$ cat config.mk
export PLATFORM = sky130hd
export DESIGN_NAME = ddr4_writer_xk
export DESIGN_NICKNAME = d
export VERILOG_FILES = /design/src/rtl/ddr4_wr_pkg.sv /design/src/rtl/ddr4_writer_xk_vec_fifo.sv /design/src/rtl/ddr4_writer_xk.sv
export SDC_FILE = /design/constraint.sdc
export NUM_CORES = 2
export LEC_CHECK = 0
export CAP_MARGIN = 20
export CORE_AREA = 2 2 540 542
export DETAILED_ROUTE_END_ITERATION = 6
export DIE_AREA = 0 0 542 544
export PLACE_DENSITY = 0.69
export SYNTH_ARGS = -nofsm -noshare
export SYNTH_HDL_FRONTEND = slang
export SYNTH_SLANG_ARGS = --single-unit
$ cat constraint.sdc
create_clock -name clk -period 44.3 [get_ports clk]
set_input_delay 6.645 -clock clk [delete_from_list [all_inputs] [get_ports clk]]
set_output_delay 6.645 -clock clk [all_outputs]
set_load 0.01 [all_outputs]
$ cat src/rtl/ddr4_wr_pkg.sv
`default_nettype none
// ============================================================================
// ddr4_wr_pkg -- shared types and AXI constants for the X_k DDR4 writer
// Rev 1.0
// ============================================================================
package ddr4_wr_pkg;

    typedef enum logic [1:0] {
        IDLE = 2'd0,
        AW   = 2'd1,
        W    = 2'd2,
        B    = 2'd3
    } wr_state_t;

    localparam logic [2:0] AXI_SIZE_64B   = 3'b110;
    localparam logic [1:0] AXI_BURST_INCR = 2'b01;
    localparam logic [1:0] AXI_RESP_OKAY  = 2'b00;

    // 512-bit beats needed to carry dim 64-bit elements
    function automatic int beats_for(input int dim);
        return (dim * 8 + 63) / 64;
    endfunction

endpackage
`default_nettype wire

$ cat src/rtl/ddr4_writer_xk_vec_fifo.sv
`default_nettype none
// ============================================================================
// vec_fifo -- whole-vector synchronous FIFO with explicit occupancy count
// Rev 1.0
// ============================================================================
module vec_fifo #(
    parameter int DEPTH = 4,
    parameter int WIDTH = 768
) (
    input  logic             clk,
    input  logic             rst,
    input  logic             clr,
    input  logic             push,
    input  logic             pop,
    input  logic [WIDTH-1:0] din,
    output logic             full,
    output logic             empty,
    output logic [WIDTH-1:0] head
);

    localparam int c_PTR_W = (DEPTH > 1) ? $clog2(DEPTH) : 1;
    localparam int c_CNT_W = $clog2(DEPTH + 1);
    localparam logic [c_CNT_W-1:0] c_DEPTH = c_CNT_W'(DEPTH);

    logic [WIDTH-1:0]   r_mem [DEPTH];
    logic [c_PTR_W-1:0] r_wr_ptr;
    logic [c_PTR_W-1:0] r_rd_ptr;
    logic [c_CNT_W-1:0] r_count;
    logic               w_do_push;
    logic               w_do_pop;

    assign full      = (r_count == c_DEPTH);
    assign empty     = (r_count == '0);
    assign w_do_push = push & ~full;
    assign w_do_pop  = pop & ~empty;
    assign head      = r_mem[r_rd_ptr];

    // DEPTH is a power of two, so pointer overflow is the modulo wrap
    always_ff @(posedge clk or posedge rst) begin
        if (rst) begin
            r_wr_ptr <= '0;
            r_rd_ptr <= '0;
            r_count  <= '0;
        end else if (clr) begin
            r_wr_ptr <= '0;
            r_rd_ptr <= '0;
            r_count  <= '0;
        end else begin
            if (w_do_push) r_wr_ptr <= r_wr_ptr + c_PTR_W'(1);
            if (w_do_pop)  r_rd_ptr <= r_rd_ptr + c_PTR_W'(1);
            case ({w_do_push, w_do_pop})
                2'b10:   r_count <= r_count + c_CNT_W'(1);
                2'b01:   r_count <= r_count - c_CNT_W'(1);
                default: r_count <= r_count;
            endcase
        end
    end

    always_ff @(posedge clk) begin
        if (w_do_push) r_mem[r_wr_ptr] <= din;
    end

endmodule
`default_nettype wire

$ cat src/rtl/ddr4_writer_xk.sv
`default_nettype none
// ============================================================================
// ddr4_writer_xk -- drains X_k state vectors into DDR4 as 512-bit AXI4 bursts
// Rev 1.0
// ============================================================================
module ddr4_writer_xk
    import ddr4_wr_pkg::*;
#(
    parameter int          STATE_DIM      = 12,
    parameter int          MAX_ITERATIONS = 100,
    parameter logic [31:0] ADDR_XK_BASE   = 32'h0080_0000,
    parameter int          WB_DEPTH       = 4
) (
    input  logic                    clk,
    input  logic                    rst,
    input  logic                    start_write,
    input  logic [STATE_DIM*64-1:0] X_k_in,
    input  logic                    X_k_valid_in,
    output logic                    X_k_ready,
    output logic [31:0]             axi_awaddr,
    output logic [7:0]              axi_awlen,
    output logic [2:0]              axi_awsize,
    output logic [1:0]              axi_awburst,
    output logic                    axi_awvalid,
    input  logic                    axi_awready,
    output logic [511:0]            axi_wdata,
    output logic [63:0]             axi_wstrb,
    output logic                    axi_wlast,
    output logic                    axi_wvalid,
    input  logic                    axi_wready,
    input  logic [1:0]              axi_bresp,
    input  logic                    axi_bvalid,
    output logic                    axi_bready,
    output logic                    all_X_k_written,
    output logic                    write_error,
    output logic                    overflow
);

    localparam int c_BEATS  = beats_for(STATE_DIM);
    localparam int c_VEC_W  = STATE_DIM * 64;
    localparam int c_PAD_W  = c_BEATS * 512;
    localparam int c_BIDX_W = (c_BEATS > 1) ? $clog2(c_BEATS) : 1;
    localparam int c_CNT_W  = $clog2(MAX_ITERATIONS + 1);
    localparam logic [31:0]         c_STRIDE    = 32'(c_BEATS * 64);
    localparam logic [c_BIDX_W-1:0] c_LAST_BEAT = c_BIDX_W'(c_BEATS - 1);
    localparam logic [c_CNT_W-1:0]  c_MAX_CNT   = c_CNT_W'(MAX_ITERATIONS);
    localparam logic [c_CNT_W-1:0]  c_LAST_RESP = c_CNT_W'(MAX_ITERATIONS - 1);
    // one strobe bit per byte of the padded vector, low STATE_DIM*8 set
    localparam logic [c_BEATS*64-1:0] c_STRB_ALL =
        {(c_BEATS*64){1'b1}} >> (c_BEATS*64 - STATE_DIM*8);

    wr_state_t            r_state, w_state_nxt;
    logic [31:0]          r_awaddr, w_awaddr_nxt;
    logic                 r_awvalid, w_awvalid_nxt;
    logic [511:0]         r_wdata, w_wdata_nxt;
    logic [63:0]          r_wstrb, w_wstrb_nxt;
    logic                 r_wlast, w_wlast_nxt;
    logic                 r_wvalid, w_wvalid_nxt;
    logic                 r_bready, w_bready_nxt;
    logic [c_BIDX_W-1:0]  r_beat, w_beat_nxt, w_beat_inc;

    logic                 r_running;
    logic                 r_all_done;
    logic                 r_write_error;
    logic                 r_overflow;
    logic [c_CNT_W-1:0]   r_push_cnt;
    logic [c_CNT_W-1:0]   r_resp_cnt;
    logic [31:0]          r_wr_idx;

    logic                 w_start;
    logic                 w_done_acc;
    logic                 w_push;
    logic                 w_ovf_set;
    logic                 w_pop;
    logic                 w_resp_evt;
    logic                 w_err_set;
    logic                 w_batch_done;
    logic                 w_fifo_full;
    logic                 w_fifo_empty;
    logic [c_VEC_W-1:0]   w_head;
    logic [c_PAD_W-1:0]   w_head_pad;
    logic [511:0]         w_beats [c_BEATS];
    logic [63:0]          w_strbs [c_BEATS];

    assign w_start    = start_write & (~r_running | r_all_done);
    assign w_done_acc = (r_push_cnt == c_MAX_CNT);
    assign X_k_ready  = r_running & ~w_done_acc & ~w_fifo_full;
    assign w_push     = X_k_valid_in & X_k_ready;
    assign w_ovf_set  = X_k_valid_in & r_running & w_fifo_full & ~w_done_acc;

    vec_fifo #(
        .DEPTH (WB_DEPTH),
        .WIDTH (c_VEC_W)
    ) u_fifo (
        .clk   (clk),
        .rst   (rst),
        .clr   (w_start),
        .push  (w_push),
        .pop   (w_pop),
        .din   (X_k_in),
        .full  (w_fifo_full),
        .empty (w_fifo_empty),
        .head  (w_head)
    );

    always_comb begin
        w_head_pad                = '0;
        w_head_pad[c_VEC_W-1:0]   = w_head;
    end

    for (genvar gi = 0; gi < c_BEATS; gi++) begin : g_beat
        assign w_beats[gi] = w_head_pad[gi*512 +: 512];
        assign w_strbs[gi] = c_STRB_ALL[gi*64 +: 64];
    end

    assign w_beat_inc = r_beat + c_BIDX_W'(1);

    always_comb begin
        w_state_nxt   = r_state;
        w_awaddr_nxt  = r_awaddr;
        w_awvalid_nxt = r_awvalid;
        w_wdata_nxt   = r_wdata;
        w_wstrb_nxt   = r_wstrb;
        w_wlast_nxt   = r_wlast;
        w_wvalid_nxt  = r_wvalid;
        w_bready_nxt  = r_bready;
        w_beat_nxt    = r_beat;
        w_pop         = 1'b0;
        w_resp_evt    = 1'b0;
        w_err_set     = 1'b0;
        w_batch_done  = 1'b0;
        case (r_state)
            IDLE: begin
                if (!w_fifo_empty) begin
                    w_state_nxt   = AW;
                    w_awaddr_nxt  = ADDR_XK_BASE + r_wr_idx * c_STRIDE;
                    w_awvalid_nxt = 1'b1;
                end
            end
            AW: begin
                if (axi_awready) begin
                    w_state_nxt   = W;
                    w_awvalid_nxt = 1'b0;
                    w_beat_nxt    = '0;
                    w_wdata_nxt   = w_beats[0];
                    w_wstrb_nxt   = w_strbs[0];
                    w_wlast_nxt   = (c_BEATS == 1);
                    w_wvalid_nxt  = 1'b1;
                end
            end
            W: begin
                if (axi_wready) begin
                    if (r_wlast) begin
                        // head is released only once its last beat is taken
                        w_state_nxt  = B;
                        w_wvalid_nxt = 1'b0;
                        w_bready_nxt = 1'b1;
                        w_pop        = 1'b1;
                    end else begin
                        w_beat_nxt  = w_beat_inc;
                        w_wdata_nxt = w_beats[w_beat_inc];
                        w_wstrb_nxt = w_strbs[w_beat_inc];
                        w_wlast_nxt = (w_beat_inc == c_LAST_BEAT);
                    end
                end
            end
            B: begin
                if (axi_bvalid) begin
                    w_state_nxt  = IDLE;
                    w_bready_nxt = 1'b0;
                    w_resp_evt   = 1'b1;
                    w_err_set    = (axi_bresp != AXI_RESP_OKAY);
                    w_batch_done = (r_resp_cnt == c_LAST_RESP);
                end
            end
            default: w_state_nxt = IDLE;
        endcase
    end

    always_ff @(posedge clk or posedge rst) begin
        if (rst) begin
            r_state   <= IDLE;
            r_awaddr  <= '0;
            r_awvalid <= 1'b0;
            r_wdata   <= '0;
            r_wstrb   <= '0;
            r_wlast   <= 1'b0;
            r_wvalid  <= 1'b0;
            r_bready  <= 1'b0;
            r_beat    <= '0;
        end else begin
            r_state   <= w_state_nxt;
            r_awaddr  <= w_awaddr_nxt;
            r_awvalid <= w_awvalid_nxt;
            r_wdata   <= w_wdata_nxt;
            r_wstrb   <= w_wstrb_nxt;
            r_wlast   <= w_wlast_nxt;
            r_wvalid  <= w_wvalid_nxt;
            r_bready  <= w_bready_nxt;
            r_beat    <= w_beat_nxt;
        end
    end

    always_ff @(posedge clk or posedge rst) begin
        if (rst) begin
            r_running     <= 1'b0;
            r_all_done    <= 1'b0;
            r_write_error <= 1'b0;
            r_overflow    <= 1'b0;
            r_push_cnt    <= '0;
            r_resp_cnt    <= '0;
            r_wr_idx      <= '0;
        end else if (w_start) begin
            r_running     <= 1'b1;
            r_all_done    <= 1'b0;
            r_write_error <= 1'b0;
            r_overflow    <= 1'b0;
            r_push_cnt    <= '0;
            r_resp_cnt    <= '0;
            r_wr_idx      <= '0;
        end else begin
            if (w_push)    r_push_cnt <= r_push_cnt + c_CNT_W'(1);
            if (w_ovf_set) r_overflow <= 1'b1;
            if (w_resp_evt) begin
                r_resp_cnt <= r_resp_cnt + c_CNT_W'(1);
                r_wr_idx   <= r_wr_idx + 32'd1;
            end
            if (w_err_set) r_write_error <= 1'b1;
            if (w_batch_done) begin
                r_all_done <= 1'b1;
                r_running  <= 1'b0;
            end
        end
    end

    assign axi_awaddr      = r_awaddr;
    assign axi_awlen       = 8'(c_BEATS - 1);
    assign axi_awsize      = AXI_SIZE_64B;
    assign axi_awburst     = AXI_BURST_INCR;
    assign axi_awvalid     = r_awvalid;
    assign axi_wdata       = r_wdata;
    assign axi_wstrb       = r_wstrb;
    assign axi_wlast       = r_wlast;
    assign axi_wvalid      = r_wvalid;
    assign axi_bready      = r_bready;
    assign all_X_k_written = r_all_done;
    assign write_error     = r_write_error;
    assign overflow        = r_overflow;

endmodule
`default_nettype wire

== After elaboration in Yosys (flattened, before gate mapping) ==
Memories as Yosys holds them, arrays and structs flattened.
Cells that the tools add are included.
Storage, ports and cells
  register bits after elaboration: 672
  bits in writable memories: 3072
  bits of input ports: 777
  output and inout bits: 629
  word-level logic and storage cells: 148
  memories: 1
Cells by class
  add/subtract/negate cells: 9
  $lt $le $gt $ge: 1
  equality and inequality tests: 14
  multiplexer cells: 68
  bitwise logic cells: 15
  reductions and logical operators: 21
Memories
  u_fifo.r_mem: words 4, width 768, rd ports 1, clocked after memory_dff 0, write ports 1, line ddr4_writer_xk_vec_fifo.sv:25  | logic [WIDTH-1:0] r_mem [DEPTH];
Operators by type and width (number)
  $mux W512: 6
  $pmux W512 S2: 1
  $mux W64: 6
  $pmux W64 S2: 1
  $mux W32: 2
  $add A24 B32 Y32 const A: 1
  $add A32 B1 Y32 const B: 1
  $mux W1: 31
  $mux W7: 4
  $reduce_bool A2 Y1: 11
  $mux W2: 9
  $add A7 B1 Y7 const B: 2
  $eq A7 B7 Y1 const B: 2
  $ne A2 B2 Y1 const B: 6
  $reduce_and A4 Y1: 3
  $pmux W1 S2: 5
  $and A1 B1 Y1: 9
  $pmux W2 S4: 1
  $eq A2 B2 Y1 const B: 3
  $pmux W3 S2: 1
  $reduce_and A3 Y1: 2
  $reduce_and A5 Y1: 1
  $add A2 B1 Y2 const B: 2
  $eq A2 B1 Y1 const B: 2
  other kinds (13): 16

== Longest topological paths before layout ==
  word-level depth: 9
  depth in mapped cells: 10
  mapped depth without buffers: 9

== By module ==
From an unflattened synthesis, not the netlist that was laid out.
Unflattened totals
  cell total of the unflattened synthesis: 7028
  area total of the unflattened synthesis: 136998.9 µm²
By module, submodules not included
  vec_fifo: times used 1, cells an instance 4079, area an instance 111246.7 µm², seq. area each 92423.6 µm²
  ddr4_writer_xk: times used 1, cells an instance 2949, area an instance 25752.2 µm², seq. area each 14739.1 µm²

== Worst setup path after synthesis ==
Ideal clock, no wire load.
  path type: input to register
  from: input port X_k_valid_in
  to: memory u_fifo.r_mem[0][0] (enable)
  library setup time: 1.920 ns
  data arrival time: 39.001 ns
  data required time: 42.380 ns
  slack: 3.379 ns
  stages on the path: 4
  path buffers: 1
  cell sequence: and2_1 > o211ai_1 > buf_2 > nor2_1
Between the ends
  longest elaborated chain between the ends: 4
RTL lines
  start, declared: line ddr4_writer_xk.sv:18  | input logic X_k_valid_in,
  $and A1 B1 Y1: line ddr4_writer_xk.sv:88  | assign w_push = X_k_valid_in & X_k_ready;
  $and A1 B1 Y1: line ddr4_writer_xk_vec_fifo.sv:34  | assign w_do_push = push & ~full;
  $mux W1: line ddr4_writer_xk_vec_fifo.sv:60  | if (w_do_push) r_mem[r_wr_ptr] <= din;
  $mux W1 (not written as such): line ddr4_writer_xk_vec_fifo.sv:60
  end, declared: line ddr4_writer_xk_vec_fifo.sv:25
No other way between the ends.

== Worst setup path after layout ==
  from: input port X_k_valid_in
  to: memory u_fifo.r_mem[0][473] (enable)
Same word-level chain as after synthesis.

==> qor.csv <==
stage,metric,value,unit
outcome,status,completed,
routing,wl_per_cell,28.1,µm
clock_tree,clock-sinks,3668,
yosys,yosys_warnings,0,
routing,ant_nets,0,
yosys,synth_top_area_cell,edfxtp_1,
global_route,grt_antenna_before_repair,199,
power,p_sw,3.38,mW
yosys,ys_types,53,
yosys,avgSynthCellArea,18.9,µm²
routing,dr.pass1.iters,6,
timing,finalCritPeriodShare,25.8,%
final_layout,stdcell_count,12900,
final_layout,nets,9443,
min_path,worstHoldStart,axi_wdata[143],
clock_tree,cts_max_level,5,
final_layout,area_delta_synth_final,21.9,%
timing,clock-skew-final,0.0512,ns
setup_path,path_class,in2reg,
timing,hold-worst-slack,0.477,ns
placement,placed_cells,12100,
placement,io_buffers,1385,
yosys,synth_enable_flop_cells,3072,
global_route,grt_pass1_vias,73400,
final_layout,finish.instance_area,0.167,mm²
yosys,ys_seq_elements,3668,
yosys,ys_seq_area_share,78.1,%
yosys,synth_top_area_share,67.2,%
yosys,synth_area,0.137,mm²
yosys,yosys-top-cells-area,"edfxtp_1 (67%), dfrtp_1 (11%), mux2_2 (4.3%)",
clock_tree,ctsHoldBuffers,0,
power,switching_share,30.8,%
routing,wl,362000,µm
power,leakagePower,55.4,nW
setup_path,critPathArrivalTime,11.93,ns
setup_path,worstPathMaxFanout,69,
timing,finalHoldViolCount,0,
setup_path,crit_path_start_kind,input port,
die,ios,1406,
power,p_total,11.0,mW
die,core_area,0.289,mm²
global_route,grt_usage,23.8,%
clock_tree,cts.clk_slew.worst_paths,0.06,ns
timing,fin_tns_setup,0,ns
routing,route.detailed.drc,0,
clock_tree,ctsLongestPathBuffers,4,
placement,place_area,0.155,mm²
setup_path,cp_data_required_time,44.83,ns
global_route,grt_first_pass_wirelength,513000,µm
flow_run,cap_violations,0,
min_path,hp-class,reg2reg,
final_layout,layout-drive-gt1-share,16.4,%
power,power_density,65.7,mW/mm²
timing,setup_viol,0,
yosys,synth_common_cells,"edfxtp_1 (3072), dfrtp_1 (596), mux2_2 (528)",
clock_tree,clock_latency,0.93,ns
placement,gp_congestion,0.814,
yosys,syn_inst,7267,
final_layout,utilization,57.8,%
placement,dp_worst_setup_slack,31.90,ns
clock_tree,tritoncts,built,
global_route,grt_start_max_net_pins,150,
power,combPwrFrac,26.7,%
power,ir_drop,0.0638,mV
die,die-height,544,µm
setup_path,worstSetupStartpoint,X_k_valid_in,
die,initial_core_util,47.4,%
power,intPower,7.60,mW
timing,final.setup.worst_slack,32.89,ns
die,die_w,542,µm
clock_tree,post_cts_buffers,0,
timing,max_freq,87.7,MHz
setup_path,r2r_start,r_push_cnt[0],
yosys,yosysMostFrequentCell,edfxtp_1,
global_route,grt-ovfl-total,0,
clock_tree,cts_buffers,371,
timing,report.final.slew_viol_count,0,
setup_path,cp-end-kind,flip-flop,
timing,tightestPinTransition,1.24,ns
die,die_area,0.295,mm²
clock_tree,root_buffer,clkbuf_16,
power,power_frac_seq,44.8,%
timing,slew_headroom,17.3,%
yosys,synthArstFlopShare,16.2,%
power,clockPowerShare,28.5,%
die,rows,198,
timing,period_needed,11.41,ns
routing,vias,72800,
routing,drtIter0Drc,6364,
routing,via_per_inst,5.66,
clock_tree,post_cts_resized,0,
timing,rsz0062_at_grt,false,
yosys,synth-main-ff-cell,edfxtp_1,
placement,hpwl,227000,µm
[final timing paths]
path	cells past startpoint	endpoint	slack, ns
worst max register to register	11	u_fifo.r_mem[0][473]	38.42
worst min register to register	2	axi_wdata[143]	0.48
worst max-delay path	10	u_fifo.r_mem[0][473]	32.89
worst min-delay path	2	axi_wdata[143]	0.48
max in group asynchronous	5	axi_wdata[116]	34.73
min in group asynchronous	2	axi_wdata[508]	6.24
[power by group through the flow]
stage / combinational [mW] / sequential (mW) / clock [mW]
global placement: 2.92 / 4.95 / 0
global route: 3.15 / 4.97 / 3.32
finish: 2.94 / 4.92 / 3.13
floorplan: 1.55 / 5.71 / 0
CTS: 2.98 / 4.92 / 3.18
detailed placement: 2.97 / 4.98 / 0
[worst max-delay path: stages]
cell and delay [ns]:
clkdlybuf4s50_1 0.52, and2_1 0.16, o211ai_1 0.09, buf_4 0.24
nor2_4 0.27, buf_4 0.74, buf_4 0.76, buf_4 0.67
buf_4 0.65, buf_4 0.90
[cell families (layout without fill, tap and decap cells)]
group / after synthesis / after routing / share of synthesized area [%]
AOI/OAI and AO/OA: 1101 / 1101 / 5.60
xor gates and xnor gates: 26 / 26 / 0.166
adders and majority gates: 16 / 16 / 0.151
buffers and inverters: 521 / 2207 / 1.81
DFF: 3668 / 3668 / 78.1
muxes: 1300 / 1300 / 12.3
other: 2 / 113 / 0.00547
and+or+nand+nor: 633 / 633 / 1.89
[per-layer routing]
layer / GRT usage, % / part of all wire, % / up-vias
met1: 29.6 / 38 / 37600
met5: 0 / 0.29 / -
met2: 37.9 / 48 / 2722
li1: - / - / 31600
met3: 8.07 / 8.8 / 711
met4: 10.5 / 4.1 / 154
[cells in the final DEF, fill, tap and decap left out, types with 6 or more instances in the layout]
cell / n
edfxtp_1: 3072
clkdlybuf4s50_1: 1385
dfrtp_1: 594
mux2_2: 528
nand2_1: 517
mux2i_1: 516
o21ai_0: 401
clkbuf_16: 375
a22o_1: 258
mux4_2: 256
a22oi_1: 141
o221ai_1: 141
o31ai_1: 122
clkbuf_1: 104
diode_2: 93
buf_4: 86
clkinv_2: 63
clkbuf_8: 46
clkinv_1: 34
nor2_1: 29
a21oi_1: 29
bufinv_16: 26
inv_1: 21
conb_1: 20
buf_12: 18
clkinv_16: 16
ha_1: 15
clkinvlp_4: 14
nand3_1: 13
xor2_1: 13
xnor2_1: 13
or3_1: 11
or4_1: 10
nand4_1: 9
nand2b_1: 7
and3_1: 6
inv_6: 6
[area by class of cell]
| class | count | area [µm²] |
|---|---|---|
| flip-flops and latches | 3668 | 107000 |
| repair buffers | 1491 | 14900 |
| clock inverters | 169 | 2020 |
| diodes | 93 | 233 |
| fillers | 21200 | 122000 |
| multi-input cells | 3096 | 27700 |
| inverters | 22 | 90.1 |
| well taps | 3800 | 4750 |
| clock buffers | 525 | 10400 |
[sequential cells by signal, indices dropped and copies added (netlist names), 3 cells and up]
signal / cells
axi_wdata: 512
r_push_cnt: 7
r_wr_idx: 25
r_resp_cnt: 7
u_fifo.r_mem: 3072
axi_awaddr: 25
u_fifo.r_count: 3
(Power assumes the default switching activity.)
